### config.mk
export PLATFORM = sky130hd
export DESIGN_NAME = prog_sequencer
export DESIGN_NICKNAME = d
export VERILOG_FILES = /design/src/rtl/prog_sequencer.sv
export SDC_FILE = /design/constraint.sdc
export NUM_CORES = 1
export LEC_CHECK = 0
export ABC_CLOCK_PERIOD_IN_PS = 1800
export CORE_MARGIN = 8
export CORE_UTILIZATION = 61
export DETAILED_ROUTE_END_ITERATION = 8
export DONT_BUFFER_PORTS = 1
export PLACE_DENSITY_LB_ADDON = 0.05
export SLEW_MARGIN = 25
export SYNTH_ARGS = -nofsm -noshare
export SYNTH_HDL_FRONTEND = slang
export SYNTH_SLANG_ARGS = --single-unit
### constraint.sdc
create_clock -name Clk -period 1.8 [get_ports Clk]
set_input_delay 0.27 -clock Clk [delete_from_list [all_inputs] [get_ports Clk]]
set_output_delay 0.27 -clock Clk [all_outputs]
set_load 0.02 [all_outputs]
### src/rtl/prog_sequencer.sv
// Purpose: launches up to three fixed-address programs in turn, counting RUN cycles and forcing a stop at MAX_CYCLES.
// Latency: all outputs are Moore outputs from registered state; an input change shows on outputs one edge later.
// Backpressure: none; Start is a level request (launch on release), Halt is an end-of-program strobe honoured only in RUN.
module prog_sequencer #(
  parameter logic [9:0] BASE0      = 10'h000,
  parameter logic [9:0] BASE1      = 10'h100,
  parameter logic [9:0] BASE2      = 10'h200,
  parameter int         MAX_CYCLES = 1000
) (
  input  logic        Clk,
  input  logic        Reset,
  input  logic        Start,
  input  logic        Halt,
  output logic        FetchHold,
  output logic        PcLoad,
  output logic [9:0]  PcLoadVal,
  output logic [1:0]  ProgIdx,
  output logic        Done,
  output logic        Timeout,
  output logic [15:0] CycleCnt
);

  typedef enum logic [2:0] {
    S_IDLE  = 3'd0,
    S_ARMED = 3'd1,
    S_LOAD  = 3'd2,
    S_RUN   = 3'd3,
    S_DONE  = 3'd4
  } state_t;

  // Pre-increment count at which the forced stop fires, leaving CycleCnt at MAX_CYCLES.
  localparam logic [15:0] LAST_CNT = 16'(MAX_CYCLES - 1);

  state_t      state_q, state_d;
  logic [1:0]  prog_idx_q, prog_idx_d;
  logic [15:0] cycle_cnt_q, cycle_cnt_d;
  logic        timeout_q, timeout_d;

  // State and datapath registers; reset beats every other input on the same edge.
  always_ff @(posedge Clk) begin
    if (Reset) begin
      state_q     <= S_IDLE;
      prog_idx_q  <= 2'd0;
      cycle_cnt_q <= 16'd0;
      timeout_q   <= 1'b0;
    end else begin
      state_q     <= state_d;
      prog_idx_q  <= prog_idx_d;
      cycle_cnt_q <= cycle_cnt_d;
      timeout_q   <= timeout_d;
    end
  end

  // Next-state logic; in RUN an abort (Start) outranks Halt, which outranks the cycle limit.
  always_comb begin
    state_d     = state_q;
    prog_idx_d  = prog_idx_q;
    cycle_cnt_d = cycle_cnt_q;
    timeout_d   = timeout_q;
    case (state_q)
      S_IDLE: begin
        if (Start) state_d = S_ARMED;
      end
      S_ARMED: begin
        if (!Start) state_d = S_LOAD;
      end
      S_LOAD: begin
        cycle_cnt_d = 16'd0;
        timeout_d   = 1'b0;
        state_d     = S_RUN;
      end
      S_RUN: begin
        cycle_cnt_d = cycle_cnt_q + 16'd1;
        if (Start) begin
          state_d = S_ARMED;
        end else if (Halt) begin
          state_d   = S_DONE;
          timeout_d = 1'b0;
        end else if (cycle_cnt_q == LAST_CNT) begin
          state_d   = S_DONE;
          timeout_d = 1'b1;
        end
      end
      S_DONE: begin
        if (Start) begin
          state_d    = S_ARMED;
          prog_idx_d = (prog_idx_q == 2'd2) ? 2'd0 : prog_idx_q + 2'd1;
        end
      end
      default: state_d = S_IDLE;
    endcase
  end

  // Start address follows the registered program index; index 3 is unreachable.
  always_comb begin
    PcLoadVal = BASE0;
    case (prog_idx_q)
      2'd1:    PcLoadVal = BASE1;
      2'd2:    PcLoadVal = BASE2;
      default: PcLoadVal = BASE0;
    endcase
  end

  assign FetchHold = (state_q != S_RUN);
  assign PcLoad    = (state_q == S_LOAD);
  assign Done      = (state_q == S_DONE);
  assign ProgIdx   = prog_idx_q;
  assign Timeout   = timeout_q;
  assign CycleCnt  = cycle_cnt_q;

endmodule

# --- Word-level counts from Yosys, hierarchy flattened ---
# Cells that the tools add are included.
word_totals:
  ff_bits: 22
  wordCells: 38
classes:
  n_addsub: 2
  reduce_logical: 6
  n_mux: 13
  eq_ne: 13
op_table:
  columns: ["operator", "count"]
  rows:
  - ["16-bit case mux with 2 select lines", 1]
  - ["10-bit case mux with 2 select lines", 1]
  - ["16-bit by 1-bit adder with 16-bit output (second input constant)", 1]
  - ["16-bit by 10-bit == test with 1-bit output (second input constant)", 1]
  - ["3-bit two-way mux", 5]
  - ["3-bit case mux with 4 select lines", 1]
  - ["3-bit by 2-bit == test with 1-bit output (second input constant)", 2]
  - ["3-bit AND reduction", 2]
  - ["2-bit != test (second input constant)", 2]
  - ["4-bit != test (second input constant)", 1]
  - ["3-bit by 1-bit == test with 1-bit output (second input constant)", 1]
  - ["3-bit == test (second input constant)", 1]
  - ["3-bit zero test", 1]
  - ["1-bit two-way mux", 3]
  - ["3-bit by 2-bit != test with 1-bit output (second input constant)", 1]
  - ["3-bit != test (second input constant)", 1]
  - ["2-bit by 1-bit adder with 2-bit output (second input constant)", 1]
  - ["2-bit by 1-bit == test with 1-bit output (second input constant)", 1]
  - ["2-bit == test (second input constant)", 1]
  - ["2-bit two-way mux", 1]
  - ["2-bit by 1-bit != test with 1-bit output (second input constant)", 1]
  - ["1-bit case mux with 2 select lines", 1]
  - ["2-bit AND reduction", 1]
  - ["2-bit nonzero test", 1]
  - ["2-bit OR reduction", 1]

# --- Depth between registers and ports, before layout ---
logic_depth:
  ltp_word: 5
  depth_mapped: 5
  depth_no_buf: 5

# --- Worst setup path before layout ---
# OpenSTA, ideal clock, no wires.
synth_path:
  path_kind: "reg-to-reg"
  from: "register cycle_cnt_q[0] (netlist: CycleCnt[0])"
  to: "register cycle_cnt_q[14] (netlist: CycleCnt[14])"
  period_less_slack_ps: 1684
  path_buffers: 0
  stages_incl_launch_ff: 6
  t_required_ps: 1729
  setup_slack_ps: 116
  setup_ps: 71
  t_arrival_ps: 1613
  cell_sequence: "dfxtp_1 -> ha_1 -> and2_1 -> nand3_1 -> or4_1 -> a21oi_1"
synth_via:
  elab_chain_len: 2
synth_rtl:
  columns: ["element", "line", "rtl"]
  rows:
  - ["start: declaration", "36", "logic [15:0] cycle_cnt_q, cycle_cnt_d;"]
  - ["start signal: assignment", "49", "cycle_cnt_q <= cycle_cnt_d;"]
  - ["16-bit by 1-bit adder with 16-bit output", "73", "cycle_cnt_d = cycle_cnt_q + 16'd1;"]
  - ["16-bit case mux with 2 select lines", "60", "case (state_q)"]
# Every way passes these cells.
# A chain may end at the register's enable or synchronous reset.

# --- Worst setup path in the final report ---
# Same ends and word-level chain as after synthesis.

==> results by group <==
Status
  – Outcome: finished, final reports clean

Pwr
  – Pwr/cell area: about 650 nW/um2
  – Worst vdd ir: 0.0004642 V
  – Leakage: 0.4769 nW

Logic synthesis
  – Synthesized area: 1210 um2
  – Synth top area share: between 30% and 40%
  – Yosys Warn Count: 0
  – Most common cell in the synthesized netlist: dfxtp_1
  – Sequential share of the synthesized area: 36.40%
  – Post-synth cell types: 43
  – Async SR Flop Fraction: 0%
  – Syn_area_per_cell: roughly 8.3 um2
  – Synth area leader: dfxtp_1
  – Main area contributors after synthesis: dfxtp_1 (36%), buf_4 (5.0%), nand2_1 (4.0%)
  – Number of flops mapped to enable cells by yosys: 0
  – Mapped Cells: 146
  – Synthesized flop and latch total: 22
  – Leading cell types by count after synthesis: dfxtp_1 (22), nand2_1 (13), nor2_1 (13)
  – Top FF cell, synth: dfxtp_1

CTS
  – Clk root buf: clkbuf_4
  – Setup bufs post-CTS: 0
  – H-tree depth: 1
  – CTS max path bufs: 2
  – Reg clk slew, reported paths: about 0.12 ns
  – Clock Latency Late Sink: 0.31 ns
  – CTS Sinks: 22
  – Total CTS buffers: 3
  – CTS tree: done

Worst hold path
  – Min-delay worst type: in2reg
  – Hold path start: Reset

STA
  – Final Slew Violations: 0
  – Fin Hold WS: between 0.01 and 0.015 ns
  – Final Skew: approximately 0.0019 ns
  – Unrepaired setup endpoints after global routing: no
  – Final hold viol count: 0
  – Final critical-path required period: between 1.5 and 2 ns
  – Fmax: between 500 and 600 MHz
  – Fin Setup TNS: 0 ns
  – Final Setup Violations: 0
  – Fin crit share: ~94%

Layout
  – Final instance area: 1351 um2
  – Post-layout util: ~70%
  – Nets: approximately 170
  – N_diodes: 0
  – Fill count: 170
  – Register area: approximately 440 um2
  – Area delta synth->final: 11.69%
  – Area of the multi-input gates: 701.9 um2
  – Share of post-route cells with drive strength above 1: between 10% and 20%

Floorplan
  – Die X-Extent: around 61 um
  – Chip Height: between 60 and 70 um
  – Row cnt: 16
  – Ports: 36
  – Full die area: 3664 um2
  – Initial Util: 62.96%
  – Core area: ~1900 um2

Setup path
  – FF-to-FF setup slack: slightly above 0.1 ns
  – Crit Path Class: reg2reg
  – Required @ worst endpoint: 2.05 ns
  – Worst setup path startpoint: CycleCnt[0]$_SDFFE_PP0P_
  – CP endpoint kind: flip-flop
  – CP Data Arrival Time: roughly 2.0 ns
  – RR Endpoint: CycleCnt[14]$_SDFFE_PP0P_
  – Crit Path Max Fanout: 5
  – Reg2reg start: CycleCnt[0]$_SDFFE_PP0P_
  – Path depth of the worst reg2reg path: 5
  – CP Launch Type: flip-flop
  – Setup crit end: CycleCnt[14]$_SDFFE_PP0P_

Routing
  – Final ANT Viol Nets: 0
  – Routed wire length: around 3000 um
  – Vias per cell: between 6 and 7
  – DR pass1 iterations: 4
  – Vias: between 1000 and 1500
  – WL per Instance: between 15 and 20 um
  – # DRC: 0
  – DRT iter0 DRCs: 28

Global routing
  – Pin count of the biggest net entering global routing: 14
  – GRT Total Usage: between 10% and 20%
  – First-pass GRT wire length: ~4700 um
  – Vias in the first global route: slightly above 1000
  – Antenna violations before repair: 0
  – Grt ovf: 0

Placement
  – IO Port Bufs: 0
  – DP Area: around 1300 um2
  – Post-DP HPWL: roughly 2300 um
  – RD Place Congestion: ~0.83

Job
  – Max_cap viols: 0
kinds of logic (layout without fill, tap and decap cells):
logic type               Yosys count  after routing  share of synthesized area (%)
flip-flops                        22             22                          36.40
buffers and inverters             16             22                          7.755
XOR/XNOR                           7              7                          5.067
adder cells (fa/ha/maj)            1              1                          1.034
other                              1              8                         0.3099
AND/OR/NAND/NOR                   73             73                          35.37
AO/OA/AOI/OAI                     24             24                          12.41
multiplexers                       2              2                          1.655
area by class of cell:
class                      count  area share [%]
sequential                    22           32.78
clock buffer                   4           2.685
tap                           27           2.500
multi-input combinational    115           51.94
timing repair buffer          17           9.815
inverter                       1          0.2778
layer usage:
metal	GRT usage (%)	part of all wire, %	vias to the layer above
met3	5.720	9.8	7
li1	-	-	543
met1	18.64	42	528
met4	7.973	2.0	0
met5	0	0	-
met2	27.59	46	49
registers in the layout, summed over array words and instances (netlist names):
register / cells
state_q: 3
ProgIdx: 2
CycleCnt: 16
Timeout: 1
worst min-delay path by stage:
stage	endpoint	slack [ns]	cells after the start
3_5_place_dp	CycleCnt[6]$_SDFFE_PP0P_	0.34	1
6_report	Timeout$_SDFFE_PP0P_	0.01	1
2_1_floorplan	Timeout$_SDFFE_PP0P_	0.35	1
3_3_place_gp	CycleCnt[1]$_SDFFE_PP0P_	0.34	1
5_1_grt	Timeout$_SDFFE_PP0P_	0.001	1
4_1_cts	CycleCnt[6]$_SDFFE_PP0P_	0.004	1
report_power, final:
part	switching, mW	leakage, nW	internal, mW
sequential	0.0126	0.179	0.495
clock	0.153	0.0210	0.124
combinational	0.0606	0.277	0.0301
stage by stage:
stage | cells | setup slack (ns) | power, mW
floorplan | 153 | 0.1160 | 0.5931
global placement | 180 | 0.2361 | 0.5982
detailed placement | 180 | 0.1157 | 0.5993
CTS | 184 | 0.06354 | 0.8696
global route | 186 | 0.02220 | 0.9123
finish | 186 | 0.1012 | 0.8746
cell usage in the layout (no fill, tap or decap), types with 5 or more instances in the layout:
cell | netlist | layout
nand2_1 | 13 | 13
nand3_1 | 7 | 7
conb_1 | 1 | 8
a21oi_1 | 8 | 8
nand4_1 | 5 | 5
buf_4 | 8 | 15
nor2_1 | 13 | 13
a31oi_1 | 5 | 5
dfxtp_1 | 22 | 20
what timing repair did:
action,CTS,global route
setup endpoints to repair,0,2
hold buffers,0,2
resized for setup,0,2
hold endpoints to repair,0,9
critical path: stages, from the launching register on:
cell and delay, ns:
dfxtp_1 0.39, ha_1 0.23, and2_1 0.18, nand3_1 0.14, or4_1 0.52, a21oi_1 0.17
(Power assumes the default switching activity.)
